**config.mk**
```make
export PLATFORM = sky130hd
export DESIGN_NAME = i2c_cfg_sched
export DESIGN_NICKNAME = d
export VERILOG_FILES = /design/src/rtl/i2c_cfg_sched.sv
export SDC_FILE = /design/constraint.sdc
export NUM_CORES = 1
export LEC_CHECK = 0
export ABC_AREA = 1
export CAP_MARGIN = 0
export CORE_MARGIN = 1
export CORE_UTILIZATION = 50
export CTS_BUF_LIST = sky130_fd_sc_hd__clkbuf_4 sky130_fd_sc_hd__clkbuf_8
export DETAILED_ROUTE_END_ITERATION = 8
export GPL_TIMING_DRIVEN = 0
export PLACE_DENSITY = 0.91
export SLEW_MARGIN = 20
export SYNTH_ARGS = -nofsm -noshare
export SYNTH_HDL_FRONTEND = slang
export SYNTH_SLANG_ARGS = --single-unit
```
**constraint.sdc**
```tcl
create_clock -name clk -period 2.85 [get_ports clk]
set_input_delay 0.855 -clock clk [delete_from_list [all_inputs] [get_ports clk]]
set_output_delay 0.855 -clock clk [all_outputs]
set_load 0.05 [all_outputs]
```
**src/rtl/i2c_cfg_sched.sv**
```systemverilog
// rtl/i2c_cfg_sched.sv - sequences two I2C register LUTs through a shared byte-write engine
// Each entry is retried up to MAX_RETRY times; the failing table/index is reported on give-up.
module i2c_cfg_sched #(
  parameter int          IDX_W     = 10,
  parameter int          MAX_RETRY = 3,
  parameter logic [15:0] GAP_CYC   = 16'd100
) (
  input  logic             clk,
  input  logic             rst,
  input  logic             start,
  input  logic             tbl0_en,
  input  logic             tbl1_en,
  input  logic [IDX_W-1:0] tbl0_len,
  input  logic [IDX_W-1:0] tbl1_len,
  output logic [IDX_W-1:0] lut_index,
  input  logic [31:0]      lut0_data,
  input  logic [31:0]      lut1_data,
  output logic             wr_req,
  input  logic             wr_ack,
  output logic [7:0]       wr_dev,
  output logic [15:0]      wr_reg,
  output logic [7:0]       wr_data,
  input  logic             wr_done,
  input  logic             wr_err,
  output logic             busy,
  output logic             done,
  output logic             error,
  output logic             err_tbl,
  output logic [IDX_W-1:0] err_idx
);
  localparam int            RW        = $clog2(MAX_RETRY + 2);
  localparam logic [RW-1:0] RETRY_LIM = RW'(MAX_RETRY);

  typedef enum logic [2:0] {IDLE, LOAD, REQ, WAIT, GAP, NEXT, FIN, FAIL} state_t;

  state_t           state;
  logic             tbl_sel;
  logic             en1_q;
  logic [IDX_W-1:0] len0_q;
  logic [IDX_W-1:0] len1_q;
  logic [RW-1:0]    retry_cnt;
  logic             retry_pend;
  logic [15:0]      gap_cnt;

  logic [IDX_W:0]   idx_nxt;
  logic             gap_last;
  logic             t1_ok;
  logic             comp_ev;
  logic [31:0]      lut_sel;

  // One extra bit so an index of 2^IDX_W-1 still compares against the length without wrapping
  assign idx_nxt  = {1'b0, lut_index} + (IDX_W+1)'(1);
  assign gap_last = ({1'b0, gap_cnt} + 17'd1) >= {1'b0, GAP_CYC};
  assign t1_ok    = en1_q && (len1_q != '0);
  assign lut_sel  = tbl_sel ? lut1_data : lut0_data;
  // A completion arriving together with the ack is handled as ack-then-completion
  assign comp_ev  = (state == WAIT || (state == REQ && wr_ack)) && (wr_done || wr_err);

  always_ff @(posedge clk) begin
    if (rst) begin
      state      <= IDLE;
      tbl_sel    <= 1'b0;
      en1_q      <= 1'b0;
      len0_q     <= '0;
      len1_q     <= '0;
      retry_cnt  <= '0;
      retry_pend <= 1'b0;
      gap_cnt    <= '0;
      lut_index  <= '0;
      wr_req     <= 1'b0;
      wr_dev     <= '0;
      wr_reg     <= '0;
      wr_data    <= '0;
      busy       <= 1'b0;
      done       <= 1'b0;
      error      <= 1'b0;
      err_tbl    <= 1'b0;
      err_idx    <= '0;
    end else begin
      case (state)
        IDLE: begin
          if (start) begin
            len0_q     <= tbl0_len;
            len1_q     <= tbl1_len;
            en1_q      <= tbl1_en;
            busy       <= 1'b1;
            done       <= 1'b0;
            error      <= 1'b0;
            err_tbl    <= 1'b0;
            err_idx    <= '0;
            lut_index  <= '0;
            retry_cnt  <= '0;
            retry_pend <= 1'b0;
            if (tbl0_en && tbl0_len != '0) begin
              tbl_sel <= 1'b0;
              state   <= LOAD;
            end else if (tbl1_en && tbl1_len != '0) begin
              tbl_sel <= 1'b1;
              state   <= LOAD;
            end else begin
              state <= FIN;
            end
          end
        end
        LOAD: begin
          {wr_dev, wr_reg, wr_data} <= lut_sel;
          wr_req <= 1'b1;
          state  <= REQ;
        end
        REQ, WAIT: begin
          if (state == REQ && wr_ack) begin
            wr_req <= 1'b0;
            state  <= WAIT;
          end
          if (comp_ev) begin
            gap_cnt <= '0;
            if (wr_err) begin
              if (retry_cnt < RETRY_LIM) begin
                retry_cnt  <= retry_cnt + 1'b1;
                retry_pend <= 1'b1;
                state      <= GAP;
              end else begin
                state <= FAIL;
              end
            end else begin
              retry_cnt  <= '0;
              retry_pend <= 1'b0;
              state      <= GAP;
            end
          end
        end
        GAP: begin
          if (gap_last) begin
            gap_cnt <= '0;
            if (retry_pend) begin
              retry_pend <= 1'b0;
              wr_req     <= 1'b1;
              state      <= REQ;
            end else begin
              state <= NEXT;
            end
          end else begin
            gap_cnt <= gap_cnt + 16'd1;
          end
        end
        NEXT: begin
          if (!tbl_sel && idx_nxt == {1'b0, len0_q}) begin
            if (t1_ok) begin
              tbl_sel   <= 1'b1;
              lut_index <= '0;
              state     <= LOAD;
            end else begin
              state <= FIN;
            end
          end else if (tbl_sel && idx_nxt == {1'b0, len1_q}) begin
            state <= FIN;
          end else begin
            lut_index <= idx_nxt[IDX_W-1:0];
            state     <= LOAD;
          end
        end
        FIN: begin
          done  <= 1'b1;
          busy  <= 1'b0;
          state <= IDLE;
        end
        FAIL: begin
          error   <= 1'b1;
          busy    <= 1'b0;
          err_tbl <= tbl_sel;
          err_idx <= lut_index;
          state   <= IDLE;
        end
        default: state <= IDLE;
      endcase
    end
  end
endmodule

```
==> results of run 1 <==
[worst paths after layout]
| path | end | slack, ps | cells past startpoint |
|---|---|---|---|
| max | lut_index[1] | 190 | 17 |
| max reg2reg | lut_index[1] | 190 | 17 |
| min | retry_cnt[2] | 460 | 2 |
| min reg2reg | retry_cnt[2] | 460 | 2 |
[cells by family (layout without fill, tap and decap cells)]
| family | Yosys count | after routing | share of synthesized area, % |
|---|---|---|---|
| AND/OR/NAND/NOR | 413 | 413 | 35.1 |
| AO/OA/AOI/OAI | 156 | 156 | 15.8 |
| buffers and inverters | 114 | 275 | 8.40 |
| flip-flops | 102 | 102 | 37.9 |
| XOR/XNOR | 13 | 13 | 2.11 |
| adder cells (fa/ha/maj) | 3 | 3 | 0.696 |
| other | 0 | 1 | 0 |
[report_power, final]
group          switching (mW)  leakage, nW  total [mW]  internal, mW
clock                   0.505       0.0978       0.993         0.489
combinational            2.56         1.95        3.78          1.23
sequential              0.261        0.836        2.07          1.81
[critical path: stages, from the launching register on]
cell and delay (ps):
dfxtp_2 510, ha_1 320, inv_1 60, nand2_1 90
nand2_1 140, nand2_1 100, nand2_1 50, nor2_1 190
nand3_1 120, nor2_1 190, nand4_4 180, nor2_4 140
nand2_4 80, nand2_4 70, buf_6 130, nand2_1 50
nand2_1 50, nor2_1 50
[cell type report]
type                            instances  area [µm²]
Fill cell                             858        3130
Multi-Input combinational cell        585        2900
Sequential cell                       102        2040
Timing Repair Buffer                  147        1470
Inverter                               70         263
Buffer                                 44         190
Tap cell                              136         170
Clock buffer                            9         124
Clock inverter                          5        83.8
Antenna cell                            1        2.50
[layer usage]
metal | share of wire (%) | wire length, µm | up-vias | GRT usage, %
met1 | 40 | 6340 | 2670 | 35.0
li1 | - | - | 2968 | -
met2 | 48 | 7550 | 292 | 47.9
met5 | 0 | 0 | - | 0
met3 | 8.8 | 1390 | 42 | 7.17
met4 | 3.4 | 532 | 0 | 14.3
[cell usage after synthesis, types with 5 or more instances]
cell type / count
o21ai_0: 59
nand2_2: 8
nor2_1: 80
inv_1: 65
nor3_1: 13
nor4_1: 5
xor2_1: 10
nand2_1: 193
a21oi_1: 54
nand4_1: 16
a31oi_1: 32
nor2_2: 5
nand3b_1: 6
clkbuf_1: 35
dfxtp_1: 102
nand3_1: 71
[cells in the final DEF (no fill, tap or decap), types with 2 or more instances in the layout]
cell type	count
clkbuf_8	9
buf_4	3
inv_2	4
nand3_2	3
nand3_1	71
nand2_1	193
nor2_1	80
nor4_1	5
a211oi_1	2
ha_1	3
clkinvlp_4	2
clkbuf_1	35
xnor2_1	3
nand4_1	16
nor3_1	13
o2111ai_1	2
a21oi_1	54
bufinv_16	2
dfxtp_2	2
buf_2	4
nor2_4	3
nand2_4	4
nand3b_1	6
xor2_1	10
nand2_2	8
a31oi_1	32
or2_2	2
o21ai_0	59
clkdlybuf4s50_1	147
nor2_2	5
inv_1	65
dfxtp_1	100
[metrics by stage]
step | total power [mW] | util (%)
final | 6.85 | 69.9
after global routing | 7.32 | 69.9
after CTS | 6.81 | 69.8
after detailed placement | 5.82 | 67.8
after global placement | 5.76 | 67.8
after floorplan | 4.69 | -
==> flow_summary.yaml, run 1 <==
detailed_routing:
  routedWlPerCell_um: 14.4
  vias_per_cell: 5.43
  wl_um: 15800
  drt_first_pass_iters: 5
  postRouteAntennaNets: 0
  via_count_of_the_routed_design: 5972
  first_iter_violations: 395
  route.detailed.drc: 0
yosys:
  synth_edf_count: 0
  synth.top_cell.area_share_pct: 37.9
  dominantRegCellSynth: "dfxtp_1"
  yosys-top-cells-area: "dfxtp_1 38%, nand2_1 13%, nand3_1 6.6%"
  synthesis.yosys.warnings: 0
  synth_seq_area_share_pct: 37.9
  postSynthCellCount: 801
  yosys_register_bits: 102
  synth_cell_types: 41
  avgSynthCellArea_um2: 6.73
  post-synth-top-area-cell: "dfxtp_1"
  synth.net_count: 896
  async_set_reset_flop_share_out_of_synthesis_pct: 0
  post_synth_instance_area_um2: 5390
final_layout:
  final_non_filler_cell_total: 1099
  drive_gt1_share_pct: 6.24
  final_design_area_no_fill_um2: 7240
  design.final.nets: 1054
  areaGrowthSynthToFinish_pct: 34.4
timing:
  hold_violations: 0
  final_critical_path_setup_slack_ps: 195
  worstMarginPinSlew_ps: 555
  report.final.slew_viol_count: 0
  grt_setup_unrepaired: "false"
  finalCritPeriodShare_pct: 93.2
  fmax_mhz: 377
  clock-skew-final_ps: 16.3
  final_layout_worst_hold_slack_ps: 460
  post-route-min-period_ps: 2660
  finalSetupTns_ps: 0
  setup_violations: 0
  worst_slew_margin_rel_pct: 62.9
setup_path:
  start_kind: "register"
  critical_path_required_ps: 3100
  critical_path_class: "register to register"
  crit_path_max_fanout: 10
  timing.rr.start: "lut_index[0]"
  timing.critical_path.to_type: "register"
  worstPathArrival_ps: 2910
  start_point_of_the_critical_path: "lut_index[0]"
power_and_ir_drop:
  irDropWorstVdd_v: 0.000580
  p_per_area_nw_per_um2: 945
  total_leakage_power_nw: 2.89
place:
  cell_count_post_placement: 1084
  numPortBuffers: 147
  dpl.hpwl_um: 12300
  place_ws_ps: 121
  postPlaceCellArea_um2: 7030
  gp_congestion: 0.924
global_routing:
  grt_util_all_layers_pct: 29.0
  grt_pass1_vias: 5627
  grt_overflow_total: 0
  grt_first_pass_wirelength_um: 26100
  initial_antenna_violation_count: 1
  largest_net_degree_at_the_start_of_global_routing: 17
die:
  die_x_um: 106
  die_h_um: 106
  ios: 149
  rows: 37
  floorplan.initialDensity_pct: 52.0
  coreArea_um2: 10400
  design.die.area_um2: 11200
clocking:
  clock_path_buffers: 2
  ctsResizeCount: 0
  htree_num_levels: 3
  post-cts-setup-buffer-count: 0
  cts_made_buffers: 9
  cts_sinks: 102
  worst_skew_pair_later_pin_latency_ps: 370
  cts_hold_buf: 0
  tritoncts: "built"
  cts.root.buffer_cell: "clkbuf_8"
  cts.clk_slew.worst_paths_ps: 90
hold_path:
  hold_path.startpoint: "retry_cnt[2]"
  min_path_type: "register to register"
outcome:
  status: "finished clean"
job:
  drv.max_cap_violation_count: 0
Power figures use the tool's default switching activity.
==> inputs of run 2 (changes only) <==
--- a/config.mk
+++ b/config.mk
@@ -7,9 +7,9 @@
 export LEC_CHECK = 0
 export ABC_AREA = 1
 export CAP_MARGIN = 0
-export CORE_MARGIN = 1
 export CORE_UTILIZATION = 50
 export CTS_BUF_LIST = sky130_fd_sc_hd__clkbuf_4 sky130_fd_sc_hd__clkbuf_8
+export CTS_CLUSTER_SIZE = 24
 export DETAILED_ROUTE_END_ITERATION = 8
 export GPL_TIMING_DRIVEN = 0
 export PLACE_DENSITY = 0.91
==> results of run 2 <==
The final DEF is identical to that of run 1; final timing and power are the same.
